==> src/rtl/tp_filt_pkg.sv <==
// Shared types, widths and default coefficients for the time-shared first-order IIR filter.
package tp_filt_pkg;

    localparam int DATA_W = 16;
    localparam int COEF_W = 18;
    localparam int PROD_W = DATA_W + COEF_W;
    localparam int ACC_W  = 36;
    localparam int FRAC_W = 15;
    localparam int Q_W    = ACC_W - FRAC_W;

    typedef enum logic [2:0] {
        IDLE, LOAD, MUL_B1, MUL_B2, MUL_A2, STORE, DONE
    } state_e;

    typedef enum logic [1:0] {
        FSEL_BYPASS = 2'd0,
        FSEL_LIGHT  = 2'd1,
        FSEL_MEDIUM = 2'd2,
        FSEL_HEAVY  = 2'd3
    } fsel_e;

    // Each set satisfies B1 + B2 - A2 = 32768 (unity DC gain), with B1 = B2.
    localparam logic signed [COEF_W-1:0] A2_LIGHT  = -18'sd29688;
    localparam logic signed [COEF_W-1:0] B_LIGHT   =  18'sd1540;
    localparam logic signed [COEF_W-1:0] A2_MEDIUM = -18'sd31728;
    localparam logic signed [COEF_W-1:0] B_MEDIUM  =  18'sd520;
    localparam logic signed [COEF_W-1:0] A2_HEAVY  = -18'sd32498;
    localparam logic signed [COEF_W-1:0] B_HEAVY   =  18'sd135;

    localparam logic signed [Q_W-1:0]    Q_MAX    = Q_W'(32767);
    localparam logic signed [Q_W-1:0]    Q_MIN    = Q_W'(-32768);
    localparam logic signed [DATA_W-1:0] DATA_MAX = 16'sh7FFF;
    localparam logic signed [DATA_W-1:0] DATA_MIN = 16'sh8000;

    function automatic logic signed [COEF_W-1:0] default_a2(input logic [1:0] sel);
        case (sel)
            FSEL_LIGHT:  return A2_LIGHT;
            FSEL_MEDIUM: return A2_MEDIUM;
            FSEL_HEAVY:  return A2_HEAVY;
            default:     return '0;
        endcase
    endfunction

    function automatic logic signed [COEF_W-1:0] default_b(input logic [1:0] sel);
        case (sel)
            FSEL_LIGHT:  return B_LIGHT;
            FSEL_MEDIUM: return B_MEDIUM;
            FSEL_HEAVY:  return B_HEAVY;
            default:     return '0;
        endcase
    endfunction

    // Floor shift by FRAC_W, then clamp into the 16-bit signed range.
    function automatic logic signed [DATA_W-1:0] sat_shift(input logic signed [ACC_W-1:0] acc);
        logic signed [Q_W-1:0] q;
        q = acc[ACC_W-1:FRAC_W];
        if (q > Q_MAX) begin
            return DATA_MAX;
        end else if (q < Q_MIN) begin
            return DATA_MIN;
        end
        return q[DATA_W-1:0];
    endfunction

endpackage

==> src/rtl/tp_filt_mac.sv <==
// Registered 16x18 signed multiply-accumulate: clear loads the product, otherwise add or subtract it.
module tp_filt_mac
    import tp_filt_pkg::*;
(
    input  logic                     clk,
    input  logic                     reset,
    input  logic                     en_i,
    input  logic                     clr_i,
    input  logic                     sub_i,
    input  logic signed [DATA_W-1:0] a_i,
    input  logic signed [COEF_W-1:0] b_i,
    output logic signed [ACC_W-1:0]  acc_o
);

    logic signed [PROD_W-1:0] prod;
    logic signed [ACC_W-1:0]  acc_q;
    logic signed [ACC_W-1:0]  acc_d;

    assign prod = PROD_W'(a_i) * PROD_W'(b_i);

    always_comb begin
        acc_d = acc_q;
        if (en_i) begin
            if (clr_i) begin
                acc_d = ACC_W'(prod);
            end else if (sub_i) begin
                acc_d = acc_q - ACC_W'(prod);
            end else begin
                acc_d = acc_q + ACC_W'(prod);
            end
        end
    end

    always_ff @(posedge clk) begin
        if (reset) begin
            acc_q <= '0;
        end else begin
            acc_q <= acc_d;
        end
    end

    assign acc_o = acc_q;

endmodule

==> src/rtl/tp_filt_seq.sv <==
// Multi-channel first-order IIR sequencer sharing one MAC; one pass per sample tick.
// Define TP_FILT_COEF_WR_EN to add a run-time writable coefficient table.
module tp_filt_seq
    import tp_filt_pkg::*;
#(
    parameter int NUM_CH = 4,
    parameter int DIV    = 220
) (
    input  logic                       clk,
    input  logic                       reset,
    input  logic [DATA_W*NUM_CH-1:0]   in_ch,
    input  logic [2*NUM_CH-1:0]        fsel,
`ifdef TP_FILT_COEF_WR_EN
    input  logic                       coef_we,
    input  logic [1:0]                 coef_sel,
    input  logic                       coef_field,
    input  logic signed [COEF_W-1:0]   coef_data,
`endif
    output logic [DATA_W*NUM_CH-1:0]   out_ch,
    output logic                       out_valid,
    output logic                       busy,
    output logic                       overrun
);

    localparam int CH_W  = (NUM_CH > 1) ? $clog2(NUM_CH) : 1;
    localparam int CNT_W = (DIV > 1) ? $clog2(DIV) : 1;
    localparam logic [CH_W-1:0]  LAST_CH = CH_W'(NUM_CH - 1);
    localparam logic [CNT_W-1:0] CNT_MAX = CNT_W'(DIV - 1);

    if (5 * NUM_CH + 2 >= DIV) begin : g_cfg_check
        $error("tp_filt_seq: DIV must exceed 5*NUM_CH+2");
    end

    state_e                    state_q, state_d;
    logic [CNT_W-1:0]          cnt_q;
    logic [CH_W-1:0]           ch_q;
    logic signed [DATA_W-1:0]  samp_q [NUM_CH];
    logic [1:0]                fsel_q [NUM_CH];
    logic signed [DATA_W-1:0]  x1_q   [NUM_CH];
    logic signed [DATA_W-1:0]  y1_q   [NUM_CH];
    logic signed [DATA_W-1:0]  res_q  [NUM_CH];
    logic [DATA_W*NUM_CH-1:0]  out_q;
    logic                      out_valid_q;
    logic                      overrun_q;

    logic                      tick, start, store_en, done;
    logic                      mac_en, mac_clr, mac_sub;
    logic signed [DATA_W-1:0]  mac_a;
    logic signed [COEF_W-1:0]  mac_b;
    logic signed [ACC_W-1:0]   mac_acc;
    logic signed [DATA_W-1:0]  x_cur, x1_cur, y1_cur, y_cur;
    logic [1:0]                fsel_cur;
    logic signed [COEF_W-1:0]  a2_cur, b_cur;

    assign tick     = (cnt_q == CNT_MAX);
    assign x_cur    = samp_q[ch_q];
    assign x1_cur   = x1_q[ch_q];
    assign y1_cur   = y1_q[ch_q];
    assign fsel_cur = fsel_q[ch_q];
    assign y_cur    = (fsel_cur == FSEL_BYPASS) ? x_cur : sat_shift(mac_acc);

`ifdef TP_FILT_COEF_WR_EN
    logic signed [COEF_W-1:0] a2_tab_q [4];
    logic signed [COEF_W-1:0] b_tab_q  [4];
    logic signed [COEF_W-1:0] a2_snap_q[4];
    logic signed [COEF_W-1:0] b_snap_q [4];

    // Writes land in the live table; a pass only ever sees the copy taken at its tick.
    always_ff @(posedge clk) begin
        if (reset) begin
            for (int s = 0; s < 4; s++) begin
                a2_tab_q[s]  <= default_a2(2'(s));
                b_tab_q[s]   <= default_b(2'(s));
                a2_snap_q[s] <= default_a2(2'(s));
                b_snap_q[s]  <= default_b(2'(s));
            end
        end else begin
            if (coef_we && coef_sel != FSEL_BYPASS) begin
                if (coef_field) begin
                    b_tab_q[coef_sel] <= coef_data;
                end else begin
                    a2_tab_q[coef_sel] <= coef_data;
                end
            end
            if (start) begin
                a2_snap_q <= a2_tab_q;
                b_snap_q  <= b_tab_q;
            end
        end
    end

    assign a2_cur = a2_snap_q[fsel_cur];
    assign b_cur  = b_snap_q[fsel_cur];
`else
    assign a2_cur = default_a2(fsel_cur);
    assign b_cur  = default_b(fsel_cur);
`endif

    always_ff @(posedge clk) begin
        if (reset) begin
            state_q <= IDLE;
            cnt_q   <= '0;
        end else begin
            state_q <= state_d;
            cnt_q   <= tick ? '0 : cnt_q + CNT_W'(1);
        end
    end

    always_comb begin
        state_d = state_q;
        case (state_q)
            IDLE:    if (tick) state_d = LOAD;
            LOAD:    state_d = MUL_B1;
            MUL_B1:  state_d = MUL_B2;
            MUL_B2:  state_d = MUL_A2;
            MUL_A2:  state_d = STORE;
            STORE:   state_d = (ch_q == LAST_CH) ? DONE : LOAD;
            DONE:    state_d = IDLE;
            default: state_d = IDLE;
        endcase
    end

    always_comb begin
        busy     = (state_q != IDLE);
        start    = tick && (state_q == IDLE);
        mac_en   = 1'b0;
        mac_clr  = 1'b0;
        mac_sub  = 1'b0;
        mac_a    = '0;
        mac_b    = '0;
        store_en = 1'b0;
        done     = 1'b0;
        case (state_q)
            MUL_B1: begin
                mac_en  = 1'b1;
                mac_clr = 1'b1;
                mac_a   = x_cur;
                mac_b   = b_cur;
            end
            MUL_B2: begin
                mac_en = 1'b1;
                mac_a  = x1_cur;
                mac_b  = b_cur;
            end
            MUL_A2: begin
                mac_en  = 1'b1;
                mac_sub = 1'b1;
                mac_a   = y1_cur;
                mac_b   = a2_cur;
            end
            STORE:   store_en = 1'b1;
            DONE:    done = 1'b1;
            default: ;
        endcase
    end

    tp_filt_mac u_mac (
        .clk   (clk),
        .reset (reset),
        .en_i  (mac_en),
        .clr_i (mac_clr),
        .sub_i (mac_sub),
        .a_i   (mac_a),
        .b_i   (mac_b),
        .acc_o (mac_acc)
    );

    // Results collect in res_q and are published together so out_ch never shows a partial pass.
    always_ff @(posedge clk) begin
        if (reset) begin
            ch_q        <= '0;
            out_q       <= '0;
            out_valid_q <= 1'b0;
            overrun_q   <= 1'b0;
            for (int n = 0; n < NUM_CH; n++) begin
                samp_q[n] <= '0;
                fsel_q[n] <= '0;
                x1_q[n]   <= '0;
                y1_q[n]   <= '0;
                res_q[n]  <= '0;
            end
        end else begin
            if (start) begin
                ch_q <= '0;
                for (int n = 0; n < NUM_CH; n++) begin
                    samp_q[n] <= in_ch[DATA_W*n +: DATA_W];
                    fsel_q[n] <= fsel[2*n +: 2];
                end
            end
            if (store_en) begin
                x1_q[ch_q]  <= x_cur;
                y1_q[ch_q]  <= y_cur;
                res_q[ch_q] <= y_cur;
                if (ch_q != LAST_CH) begin
                    ch_q <= ch_q + CH_W'(1);
                end
            end
            if (done) begin
                for (int n = 0; n < NUM_CH; n++) begin
                    out_q[DATA_W*n +: DATA_W] <= res_q[n];
                end
            end
            out_valid_q <= done;
            if (tick && busy) begin
                overrun_q <= 1'b1;
            end
        end
    end

    assign out_ch    = out_q;
    assign out_valid = out_valid_q;
    assign overrun   = overrun_q;

endmodule

==> config.mk <==
export PLATFORM = sky130hd
export DESIGN_NAME = tp_filt_seq
export DESIGN_NICKNAME = d
export VERILOG_FILES = /design/src/rtl/tp_filt_pkg.sv /design/src/rtl/tp_filt_mac.sv /design/src/rtl/tp_filt_seq.sv
export SDC_FILE = /design/constraint.sdc
export NUM_CORES = 1
export LEC_CHECK = 0
export BUFFER_PORTS_ARGS = -buffer_cell sky130_fd_sc_hd__buf_2
export CAP_MARGIN = 20
export CORE_ASPECT_RATIO = 0.9
export CORE_MARGIN = 5
export CORE_UTILIZATION = 50
export CTS_BUF_LIST = sky130_fd_sc_hd__clkbuf_4 sky130_fd_sc_hd__clkbuf_8
export CTS_CLUSTER_DIAMETER = 30
export DETAILED_ROUTE_END_ITERATION = 7
export PLACE_DENSITY = 0.67
export SLEW_MARGIN = 40
export SYNTH_ARGS = -nofsm -noshare
export SYNTH_HDL_FRONTEND = slang
export SYNTH_SLANG_ARGS = --single-unit
==> constraint.sdc <==
create_clock -name clk -period 13 [get_ports clk]
set_clock_uncertainty 0.15 [all_clocks]
set_input_delay 0.65 -clock clk [delete_from_list [all_inputs] [get_ports clk]]
set_output_delay 0.65 -clock clk [all_outputs]
set_load 0.05 [all_outputs]
== Yosys cells after proc, flatten, opt, wreduce, memory -nomap -nowiden ==
Memories as Yosys holds them, arrays and structs flattened. A register that Yosys moved wholly into a read port is not among the register bits.
Cells that the tools add are included.

* Register bits: 51
* Bits in writable memories: 264
* Input bits: 74
* Output and inout bits: 67
* Memories: 5

{| class="wikitable"
|+ Memory list
! memory !! depth !! width !! read ports !! clocked after memory_dff !! write ports !! RTL line !! text
|-
| res_q || 4 || 16 || 4 || 4 || 4 || tp_filt_seq.sv:41 || <nowiki>logic signed [DATA_W-1:0] res_q [NUM_CH];</nowiki>
|-
| samp_q || 4 || 16 || 1 || 1 || 4 || tp_filt_seq.sv:37 || <nowiki>logic signed [DATA_W-1:0] samp_q [NUM_CH];</nowiki>
|-
| x1_q || 4 || 16 || 1 || 1 || 4 || tp_filt_seq.sv:39 || <nowiki>logic signed [DATA_W-1:0] x1_q [NUM_CH];</nowiki>
|-
| y1_q || 4 || 16 || 1 || 1 || 4 || tp_filt_seq.sv:40 || <nowiki>logic signed [DATA_W-1:0] y1_q [NUM_CH];</nowiki>
|-
| fsel_q || 4 || 2 || 1 || 1 || 4 || tp_filt_seq.sv:38 || <nowiki>logic [1:0] fsel_q [NUM_CH];</nowiki>
|}

* Add/subtract/negate cells: 4
* Multiply operators: 1
* Order comparisons: 2
* Eq/ne operators: 13
* Muxes and demuxes: 52
* Bitwise operators: 8
* Reductions and logical operators: 11

{| class="wikitable"
|+ Operator list
! operator !! number
|-
| 2-to-1 mux 16 bit || 11
|-
| 2-to-1 mux 36 bit || 2
|-
| one-hot mux 18 bit (3 select lines) || 1
|-
| one-hot mux 16 bit (3 select lines) || 1
|-
| OR reduction 16 bit || 3
|-
| adder 36 x 34 -> 36 bit || 1
|-
| one-hot mux 18 bit (2 select lines) || 1
|-
| subtractor 36 x 34 -> 36 bit || 1
|-
| multiplier 16 x 18 -> 34 bit || 1
|-
| one-hot mux 11 bit (3 select lines) || 1
|-
| 2-to-1 mux 2 bit || 14
|-
| > comparator 21 x 16 -> 1 bit (second input constant) || 1
|-
| < comparator 21 x 16 -> 1 bit (second input constant) || 1
|-
| 2-to-1 mux 1 bit || 18
|-
| one-hot mux 3 bit (6 select lines) || 1
|-
| equality test 3 bit (second input constant) || 3
|-
| adder 8 x 1 -> 8 bit (second input constant) || 1
|-
| equality test 8 bit (second input constant) || 1
|-
| bitwise OR 1 bit || 8
|-
| equality test 2 bit (second input constant) || 3
|-
| equality test 3 x 2 -> 1 bit (second input constant) || 2
|-
| 2-to-1 mux 3 bit || 2
|-
| != test 2 bit (second input constant) || 2
|-
| OR reduction 2 bit || 2
|-
| other kinds (8) || 9
|}

== Longest topological paths before layout ==
* Depth after elaboration: 7
* Depth in mapped cells: 47
* Gate-level depth less buffers: 41

== Cells and area by module ==
Synthesis repeated with hierarchy kept, for this count alone.

* Cells, all modules: 2,791
* Area, all modules: 27,396.3 µm²

{| class="wikitable"
|+ Modules (own cells, without submodules)
! module !! times used !! cells an instance !! area each (µm²) !! seq. area each (µm²)
|-
| tp_filt_mac || 1 || 1,811 || 15,170.8 || 720.7
|-
| tp_filt_seq || 1 || 980 || 12,225.5 || 7,587.3
|}

== Worst setup path before layout ==
OpenSTA, ideal clock, no wires.

* Path kind: register to register
* From: register, netlist name ch_q[0]
* To: register u_mac.acc_q[35] (netlist: u_mac.acc_o[35])
* Setup time: 0.130 ns
* Arrival: 10.809 ns
* Required time: 12.720 ns
* Setup slack: 1.911 ns
* Cell stages (with the launch flop): 45
* Path through: dfxtp_1 buf_2 buf_2 clkbuf_1 clkbuf_1 mux4_2 inv_1 ha_1 clkbuf_1 clkbuf_1 nand2b_1 nor2_1 fa_1 inv_1 fa_1 inv_1 ha_1 fa_1 [... 9 more ...] o311ai_0 a21oi_1 o211ai_1 nand4_1 nand2_1 xnor2_1 ha_1 nand2_1 o21ai_0 o41ai_1 nand2_1 o311a_1 o21a_1 o21ai_0 a21oi_1 xnor2_1 nand2b_1 o221ai_2

{| class="wikitable"
|+ RTL lines
! item !! RTL line !! text
|-
| to (signal assigned) || tp_filt_mac.sv:36 || <nowiki>acc_q <= '0;</nowiki>
|-
| to (signal assigned) || tp_filt_mac.sv:38 || <nowiki>acc_q <= acc_d;</nowiki>
|-
| to (decl) || tp_filt_mac.sv:16 || <nowiki>logic signed [ACC_W-1:0] acc_q;</nowiki>
|}

==> metrics.cfg <==
[logic_synthesis]
yosysSeqAreaShare_pct=32.9
synth-xor-area-share_pct=3.13
async_reset_ff_share_pct=0
synthAdderAreaFrac_pct=23.7
synthesis.area_um2=25200
synth_seq_cells=315
syn_inst=2608
synth.distinct_cells=83
synth_top_family_by_area=adder cells
synth_nets=3043
synth_edf_count=200
synthFlopType=edfxtp_1
ys_warn_count=0
synthSimpleGateAreaFrac_pct=16.9
synth_compound_area_share_pct=10.8
syn_area_per_cell_um2=9.67
synth_mux_area_share_pct=5.32

[critical_path]
cp.arrival_ps=12180
crit_path_frequent_cell=fa_1
cp-end-kind=register
cp_max_fo=34
cpPeakStageDelay_ps=660
cp_data_required_time_ps=13320
path_class=reg2reg
critical_path.slowest_cell=dfxtp_4
start_kind=register

[timing]
maxSlewViolCount=0
fmax_mhz=84.4
finalSetupViolCount=0
fin_setup_tns_ps=0
fin_crit_sh_pct=91.2
tightest_slew_ps=1010
max_slew_margin_pct=32.3
period_minus_slack_ps=11850
rsz0062_at_grt=no
hold_violations=0

[clock_network]
root_buffer=clkbuf_8
post_cts_buffers=0
cts_buffer_depth=3
clk_pin_slew_ps=60
clk_latency_ps=670
cts_tree=yes
cts_buffers=76
cts_hold_buf=0
clock-sinks=315
cts_max_level=3
post_cts_resize_count=0

[power]
leakagePower_nw=12.7
power.total_w=0.00352
power.density_nw_per_um2=124
irDropWorstVdd_uv=125

[detailed_routing]
first_pass_iters=7
drt_iter0_drc=1889
drt-total-wl_um=73900
wl_per_cell_um=21.2
vias=20100
viasPerCell=5.76
drc=0
postRouteAntennaNets=0

[status]
status=completed

[layout]
final_cell_mix=351 x inv_1, 251 x nor2_1, 230 x nand2_1
diodes=0
nNetsFinal=3180
layout_commonest_cell=inv_1
syn_to_final_growth_pct=12.9
drive_gt1_share_pct=15.2

[die]
chipWidth_um=247
initial_core_util_pct=50.3
core_area_um2=50200
io_pins=141
dieArea_um2=55000
fp-row-count=78
die_y_um=223

[global_routing]
grt_max_degree=87
grt_pass1_vias=20400
overflow=0
grt_pass1_wl_um=116000
antenna_found_initial=1
gr-usage-all-layers_pct=27.0

[placed_design]
io_buffers=140
routabilityCongestion=0.983
dp_hpwl_um=56500

[job]
drv_cap=0

[worst_hold_path]
min_path_type=in2reg

## final cells by class
type / count / area (um^2)
clock inverters: 34 / 337
multi-input cells: 1817 / 15200
clock buffers: 107 / 1360
fillers: 4475 / 21700
repair buffers: 184 / 1100
well taps: 680 / 851
flip-flops and latches: 315 / 8320
inverters: 351 / 1320
## path summary, 6_finish.rpt
| check | slack [ps] | from | cells after the start | end |
|---|---|---|---|---|
| max | 1150 | ch_q[0]$_SDFF_PP0_ | 39 | u_mac.acc_o[33]$_SDFFE_PP0P_ |
| max reg2reg | 1150 | ch_q[0]$_SDFF_PP0_ | 39 | u_mac.acc_o[33]$_SDFFE_PP0P_ |
| min | 110 | in_ch[48] | 2 | samp_q[3][0]$_SDFFCE_PN0P_ |
| min reg2reg | 300 | cnt_q[0]$_SDFF_PP0_ | 1 | cnt_q[0]$_SDFF_PP0_ |
## sequential cells by signal (all words and copies together) (netlist names)
| register | cells |
|---|---|
| res_q | 64 |
| samp_q | 64 |
| cnt_q | 8 |
| x1_q | 64 |
| out_ch | 64 |
| state_q | 3 |
| ch_q | 2 |
| fsel_q | 8 |
| out_valid | 1 |
| u_mac.acc_o | 36 |
| overrun | 1 |
## metrics by stage
step / std cells / hold slack, ps / cell area, um^2 / util (%) / setup slack [ps]
finish: 3488 / 115 / 28500 / 56.8 / 1150
CTS: 3487 / 64.2 / 28400 / 56.7 / 1220
detailed placement: 3346 / 292 / 26700 / 53.3 / 1270
global placement: 3343 / 279 / 26600 / 53.1 / 1130
floorplan: 2608 / 268 / 25200 / - / 1910
global route: 3488 / 80.0 / 28500 / 56.8 / 362
## Yosys cell counts, drive strengths merged (57+ instances only)
master    n  area share [%]
edfxtp  200              24
fa      196              16
ha      165             8.2
xnor2    57             2.0
and2    117             2.9
clkbuf  100             1.5
nand2   232             3.5
nor2    255             3.8
a21oi   194             3.9
dfxtp   115             9.1
inv     351             5.2
o21ai    58             1.2
## logic make-up after synthesis
family / count (synthesis)
AOI/OAI and AO/OA: 433
xor gates and xnor gates: 90
adders and majority gates: 361
buffers and inverters: 476
DFF: 315
muxes: 77
and+or+nand+nor: 856
## worst max-delay path, delay by kind of cell (launching register included)
kind	cells	cell delay, ps
adders and majority gates	8	3910
and+or+nand+nor	10	2190
AOI/OAI and AO/OA	12	3010
DFF	1	660
muxes	2	720
buffers and inverters	5	790
xor gates and xnor gates	2	220
## power by group
part | switching [W] | total (W) | internal (W)
Combinational | 0.000651 | 0.00110 | 0.000452
Sequential | 0.0000374 | 0.00114 | 0.00110
Clock | 0.000510 | 0.00128 | 0.000768
Total | 0.00120 | 0.00352 | 0.00232
## layer usage
layer	global-route usage (%)	share of wire, %
met5	0	0
met1	39.2	43
met3	6.05	9.4
met4	6.50	1.9
met2	41.5	45
Power figures use the tool's default switching activity.
